<file path="config.mk">
export PLATFORM = sky130hd
export DESIGN_NAME = scalar_reg_file_param_flat
export DESIGN_NICKNAME = d
export VERILOG_FILES = /design/src/rtl/scalar_reg_file_param_if.sv /design/src/rtl/scalar_reg_file_param.sv /design/src/flat_wrapper.sv
export SDC_FILE = /design/constraint.sdc
export NUM_CORES = 1
export LEC_CHECK = 0
export CAP_MARGIN = 30
export CORE_AREA = 2 2 117 119
export DETAILED_ROUTE_END_ITERATION = 10
export DIE_AREA = 0 0 119 121
export PLACE_DENSITY_LB_ADDON = 0.25
export RECOVER_POWER = 100
export SYNTH_ARGS = -nofsm -noshare
export SYNTH_HDL_FRONTEND = slang
export SYNTH_SLANG_ARGS = --single-unit
</file>
<file path="constraint.sdc">
create_clock -name clk -period 2.9 [get_ports clk]
set_clock_uncertainty 0.15 [all_clocks]
set_input_delay 0.29 -clock clk [delete_from_list [all_inputs] [get_ports clk]]
set_output_delay 0.29 -clock clk [all_outputs]
set_load 0.01 [all_outputs]
</file>
<file path="src/rtl/scalar_reg_file_param_if.sv">
// Bus between decode/writeback and the scalar register file: write port, read ports,
// scoreboard marking and the clear-all handshake.
interface scalar_reg_file_param_if #(
    parameter int unsigned DATA_W   = 16,
    parameter int unsigned NUM_REGS = 8,
    parameter int unsigned NUM_READ = 2
);
    localparam int unsigned AW = $clog2(NUM_REGS);

    logic                       we;
    logic [AW-1:0]              wa;
    logic [DATA_W-1:0]          wd;
    logic [NUM_READ*AW-1:0]     ra;
    logic [NUM_READ*DATA_W-1:0] rd;
    logic [DATA_W-1:0]          pc_in;
    logic                       mark_en;
    logic [AW-1:0]              mark_addr;
    logic [NUM_REGS-1:0]        pending;
    logic                       clr_req;
    logic                       clr_busy;

    modport master (
        output we, wa, wd, ra, pc_in, mark_en, mark_addr, clr_req,
        input  rd, pending, clr_busy
    );

    modport slave (
        input  we, wa, wd, ra, pc_in, mark_en, mark_addr, clr_req,
        output rd, pending, clr_busy
    );
endinterface

</file>
<file path="src/rtl/scalar_reg_file_param.sv">
// Parametrised scalar register file: combinational reads with PC/R0 aliasing and optional
// write bypass, one synchronous write port, pending scoreboard and a sequenced clear-all.
module scalar_reg_file_param #(
    parameter int unsigned DATA_W   = 16,
    parameter int unsigned NUM_REGS = 8,
    parameter int unsigned NUM_READ = 2,
    parameter int unsigned PC_IDX   = 7,
    parameter int unsigned ZERO_R0  = 0,
    parameter int unsigned BYPASS   = 1
) (
    input logic                     clk,
    input logic                     rst_n,
    scalar_reg_file_param_if.slave  bus
);
    localparam int unsigned   AW       = $clog2(NUM_REGS);
    localparam logic [AW-1:0] PC_ADDR  = AW'(PC_IDX);
    localparam logic [AW-1:0] LAST_IDX = AW'(NUM_REGS - 1);
    localparam bit            ZERO_EN  = (ZERO_R0 != 0);
    localparam bit            BYP_EN   = (BYPASS != 0);

    typedef enum logic [0:0] {StIdle, StClear} state_e;

    state_e              state_q, state_d;
    logic [AW-1:0]       cnt_q, cnt_d;
    logic [DATA_W-1:0]   regs_q [NUM_REGS];
    logic [NUM_REGS-1:0] pending_q, pending_d;
    logic                clr_busy;
    logic                commit;
    logic                mark_ok;

    assign clr_busy = (state_q == StClear);
    assign commit   = bus.we && !clr_busy && (bus.wa != PC_ADDR) && !(ZERO_EN && bus.wa == '0);
    assign mark_ok  = bus.mark_en && !clr_busy && (bus.mark_addr != PC_ADDR) &&
                      !(ZERO_EN && bus.mark_addr == '0);

    always_comb begin
        state_d = state_q;
        cnt_d   = cnt_q;
        unique case (state_q)
            StIdle: begin
                if (bus.clr_req) begin
                    state_d = StClear;
                    cnt_d   = '0;
                end
            end
            StClear: begin
                cnt_d = cnt_q + 1'b1;
                if (cnt_q == LAST_IDX) begin
                    state_d = StIdle;
                    cnt_d   = '0;
                end
            end
            default: begin
                state_d = StIdle;
                cnt_d   = '0;
            end
        endcase
    end

    // Mark is applied after the writeback clear so a new producer wins on the same register.
    always_comb begin
        pending_d = pending_q;
        if (clr_busy) begin
            pending_d[cnt_q] = 1'b0;
        end else begin
            if (commit)  pending_d[bus.wa]        = 1'b0;
            if (mark_ok) pending_d[bus.mark_addr] = 1'b1;
        end
    end

    always_ff @(posedge clk or negedge rst_n) begin
        if (!rst_n) begin
            state_q   <= StIdle;
            cnt_q     <= '0;
            pending_q <= '0;
        end else begin
            state_q   <= state_d;
            cnt_q     <= cnt_d;
            pending_q <= pending_d;
        end
    end

    always_ff @(posedge clk or negedge rst_n) begin
        if (!rst_n) begin
            for (int r = 0; r < NUM_REGS; r++) regs_q[r] <= '0;
        end else if (clr_busy) begin
            regs_q[cnt_q] <= '0;
        end else if (commit) begin
            regs_q[bus.wa] <= bus.wd;
        end
    end

    logic [NUM_READ*DATA_W-1:0] rd_flat;
    logic [AW-1:0]              ra_i;

    // commit is already low during CLEAR, so the bypass is naturally suppressed there.
    always_comb begin
        rd_flat = '0;
        ra_i    = '0;
        for (int i = 0; i < NUM_READ; i++) begin
            ra_i = bus.ra[i*AW +: AW];
            if (ra_i == PC_ADDR) begin
                rd_flat[i*DATA_W +: DATA_W] = bus.pc_in;
            end else if (ZERO_EN && ra_i == '0) begin
                rd_flat[i*DATA_W +: DATA_W] = '0;
            end else if (BYP_EN && commit && bus.wa == ra_i) begin
                rd_flat[i*DATA_W +: DATA_W] = bus.wd;
            end else begin
                rd_flat[i*DATA_W +: DATA_W] = regs_q[ra_i];
            end
        end
    end

    assign bus.rd       = rd_flat;
    assign bus.pending  = pending_q;
    assign bus.clr_busy = clr_busy;
endmodule

</file>
<file path="src/flat_wrapper.sv">
// flat-port wrapper written by rule: the top's interface ports become plain ports
module scalar_reg_file_param_flat 
#(
    parameter int unsigned DATA_W   = 16,
    parameter int unsigned NUM_REGS = 8,
    parameter int unsigned NUM_READ = 2,
    parameter int unsigned PC_IDX   = 7,
    parameter int unsigned ZERO_R0  = 0,
    parameter int unsigned BYPASS   = 1
)
  (clk, rst_n, bus_we, bus_wa, bus_wd, bus_ra, bus_pc_in, bus_mark_en, bus_mark_addr, bus_clr_req, bus_rd, bus_pending, bus_clr_busy);
  scalar_reg_file_param_if #(.DATA_W(DATA_W), .NUM_REGS(NUM_REGS), .NUM_READ(NUM_READ)) bus_i ();
  input logic clk;
  input logic rst_n;
  input wire logic [$bits(bus_i.we)-1:0] bus_we;
  input wire logic [$bits(bus_i.wa)-1:0] bus_wa;
  input wire logic [$bits(bus_i.wd)-1:0] bus_wd;
  input wire logic [$bits(bus_i.ra)-1:0] bus_ra;
  input wire logic [$bits(bus_i.pc_in)-1:0] bus_pc_in;
  input wire logic [$bits(bus_i.mark_en)-1:0] bus_mark_en;
  input wire logic [$bits(bus_i.mark_addr)-1:0] bus_mark_addr;
  input wire logic [$bits(bus_i.clr_req)-1:0] bus_clr_req;
  output wire logic [$bits(bus_i.rd)-1:0] bus_rd;
  output wire logic [$bits(bus_i.pending)-1:0] bus_pending;
  output wire logic [$bits(bus_i.clr_busy)-1:0] bus_clr_busy;
  assign bus_i.we = bus_we;
  assign bus_i.wa = bus_wa;
  assign bus_i.wd = bus_wd;
  assign bus_i.ra = bus_ra;
  assign bus_i.pc_in = bus_pc_in;
  assign bus_i.mark_en = bus_mark_en;
  assign bus_i.mark_addr = bus_mark_addr;
  assign bus_i.clr_req = bus_clr_req;
  assign bus_rd = bus_i.rd;
  assign bus_pending = bus_i.pending;
  assign bus_clr_busy = bus_i.clr_busy;
  scalar_reg_file_param #(.DATA_W(DATA_W), .NUM_REGS(NUM_REGS), .NUM_READ(NUM_READ), .PC_IDX(PC_IDX), .ZERO_R0(ZERO_R0), .BYPASS(BYPASS)) u_core (.clk(clk), .rst_n(rst_n), .bus(bus_i));
endmodule
</file>
==> flow_summary_export.csv <==
group,metric,value,unit
worst_setup_path,r2r-end,"u_core.regs_q[75]",
pwr,power.total,0.00747,W
layout,layout-drive-gt1-share,27.3,%
route,finalWirelength,24800,um
sta,setup_viol,0,
synth,synth_ff_type,"dfrtp_1",
route,ant_nets,0,
clocking,cts.reportedPaths.clkPinSlew,0.06,ns
synth,ys_seq_area_share,43.5,%
pwr,p_leak,4.28,nW
route,drtIter0Drc,821,
worst_setup_path,start_kind,"primary input",
route,drc,0,
worst_setup_path,cp-end-kind,"output pin",
sta,rsz0062_at_grt,"no",
worst_setup_path,cp_top_family,"buffers and inverters",
status,violations,"capacitance limit, slew limit",
sta,hold_viol_final,0,
worst_setup_path,required,2.46,ns
layout,insertedDiodeCount,0,
clocking,cts_inserted_buffers,17,
placement,gp_congestion,0.890,
global_routing,grt_usage,36.2,%
floorplanning,boundaryPins,90,
min_path,hp-class,"reg2reg",
route,vias_per_cell,7.28,
floorplanning,rows,42,
sta,max_slew_margin,-16.6,%
status,outcome,"finished with violations",
floorplanning,dieWidth,119,um
pwr,powerDensity,763,mW/mm^2
clocking,cts_max_path_buffers,2,
min_path,worst_hold_path.endpoint,"u_core.bus.pending[7]",
floorplanning,start_util,61.6,%
worst_setup_path,cp.depth,7,
sta,tightestPinTransition,1.75,ns
synth,synth.area.top_cells,"dfrtp_1, mux4_2, a22o_1",
synth,synth-seq-cells,140,
worst_setup_path,cp_slowest_stage_delay,0.50,ns
worst_setup_path,worst-path-max-fanout,12,
synth,netlist_instances,635,
worst_setup_path,cp_slowest_cell,"clkdlybuf4s50_1",
clocking,cts.sinks,140,
placement,dp_hpwl,15700,um
sta,min_period,2.81,ns
floorplanning,die-area,0.0144,mm^2
clocking,cts-htree-levels,4,
clocking,cts_tree,"built",
global_routing,grt_antenna_before_repair,0,
synth,synth_edf_count,0,
worst_setup_path,cp.arrival,2.37,ns
synth,async_reset_ff_share,100,%
min_path,min_path_cells,1,
worst_setup_path,ff2ff_setup_slack,0.23,ns
global_routing,first_global_vias,6821,
floorplanning,core,0.0131,mm^2
synth,yosys.area.top_type_share,43.5,%
synth,ys_warn_count,0,
worst_setup_path,path_buf_inv,4,
route,first_pass_iters,5,
min_path,hp-start,"u_core.bus.pending[7]",
worst_setup_path,crit_chain,"clkdlybuf4s50_1 > buf_4 > buf_4 > mux2_2 > a21oi_1 > o31ai_1 > clkdlybuf4s50_1",
synth,syn_area,0.00806,mm^2
run,maxCapViolCount,1,
synth,post-synth-top-area-cell,"dfrtp_1",
global_routing,overflow,0,
global_routing,grt_start_max_net_pins,71,
synth,synth_common_cells,"dfrtp_1, a22o_1, mux4_2",
sta,fmax,356,MHz
synth,synth_nets,686,
synth,yosysMostFrequentCell,"dfrtp_1",
sta,maxSlewViolCount,70,
clocking,cts_root_buf,"clkbuf_16",
layout,instances_no_fill,909,
global_routing,grt_first_pass_wirelength,38800,um
route,wl_per_cell,27.3,um
worst_setup_path,r2r_start,"u_core.bus.clr_busy",
clocking,clock_latency,0.43,ns
layout,nets,771,
placement,place_inst,876,
floorplanning,die_y,121,um
synth,ys_types,41,
worst_setup_path,timing_worst_setup_path_type,"in2out",
placement,portBuffers,89,
sta,holdWs,0.344,ns
sta,period_share,96.8,%
worst_setup_path,r2r_cells,6,
layout,area_growth,21.4,%
route,num_vias,6615,
synth,syn_area_per_cell,12.7,um^2
pwr,ir_drop,0.680,mV
final cells by class:
cell class | count | area, um^2
multi-input combinational | 413 | 4060
sequential | 140 | 3500
fill | 847 | 3300
timing repair buffer | 146 | 1380
clock buffer | 18 | 439
tap | 176 | 220
clock inverter | 14 | 168
inverter | 2 | 7.51
cells by family (layout without fill, tap and decap cells):
logic type               Yosys count  after routing  share of synthesized area (%)
adder cells (fa/ha/maj)            2              2                          0.311
multiplexers                      96             96                           22.4
XOR/XNOR                           6              6                          0.652
AO/OA/AOI/OAI                    194            194                           19.5
flip-flops                       140            140                           43.5
AND/OR/NAND/NOR                  115            115                           8.40
buffers and inverters             82            180                           5.31
power by group:
group          total (W)  switching [W]  internal [W]
Sequential       0.00278       0.000398       0.00239
Combinational    0.00243        0.00127       0.00116
Clock            0.00226       0.000882       0.00137
registers in the layout, summed over array words and instances, names as in the netlist:
register / cells
u_core.bus.clr_busy: 1
u_core.regs_q: 128
u_core.cnt_q: 3
u_core.bus.pending: 8
worst register-to-register path, stage by stage (launching register included):
cell	delay [ns]
dfrtp_1	0.38
buf_4	0.27
nand2b_1	0.29
nor3_1	0.13
a31oi_2	0.76
clkbuf_2	0.43
a22o_1	0.20
per-stage QoR:
stage / area, um^2 / util, % / TNS, ns / setup slack [ns]
CTS: 9990 / 76.3 / 0 / 0.00158
detailed placement: 9380 / 71.6 / -1.30 / -0.0992
global placement: 9360 / 71.6 / -0.653 / -0.0583
finish: 9780 / 74.8 / 0 / 0.0929
global route: 9780 / 74.8 / 0 / 0.00233
floorplan: 8060 / - / 0 / 0.818
worst max path at each step:
stage                             start                 end  slack, ns
CTS                           bus_wa[2]           bus_rd[9]      0.002
finish                        bus_ra[4]          bus_rd[29]       0.09
floorplan           u_core.bus.clr_busy           bus_rd[0]       0.82
global placement              bus_ra[5]          bus_rd[20]      -0.06
global route                      rst_n  u_core.regs_q[111]      0.002
detailed placement            bus_ra[2]           bus_rd[9]       -0.1
routing by layer:
metal / vias to the layer above / share of wire [%] / global-route usage [%]
met5: - / 0 / 0
met4: 0 / 4.2 / 19.5
met3: 102 / 10 / 9.77
met2: 485 / 49 / 56.0
met1: 3359 / 37 / 47.2
li1: 2669 / - / -
what timing repair did:
action / in CTS / in global routing
buffers inserted: 0 / 0
resized for setup: 9 / 26
hold buffers: 1 / 0
endpoints found under the setup margin: 29 / 27
endpoints found under the hold margin: 68 / 0
placed cells by master, fill, tap and decap left out, types with 2 or more instances in the layout:
cell type,count
dfrtp_1,140
a22o_1,118
mux4_2,64
clkdlybuf4s50_1,45
nand2_1,35
a21oi_1,33
nor3_1,33
mux2_2,32
o31ai_1,32
buf_4,31
clkbuf_1,21
clkbuf_16,17
buf_12,17
and2_0,13
dlygate4sd3_1,10
dlygate4sd2_1,8
xnor2_1,6
clkinvlp_4,6
clkbuf_2,6
dlymetal6s2s_1,5
nor2_1,4
and2_1,4
and3_1,3
nand3_1,3
nor2b_1,3
bufinv_16,3
clkinv_2,3
and3b_1,2
nor3_4,2
a31oi_2,2
inv_1,2
nor3b_1,2
a21oi_2,2
ha_1,2
inv_6,2
buf_2,2
Note: power is estimated with default switching activity, not from simulation.
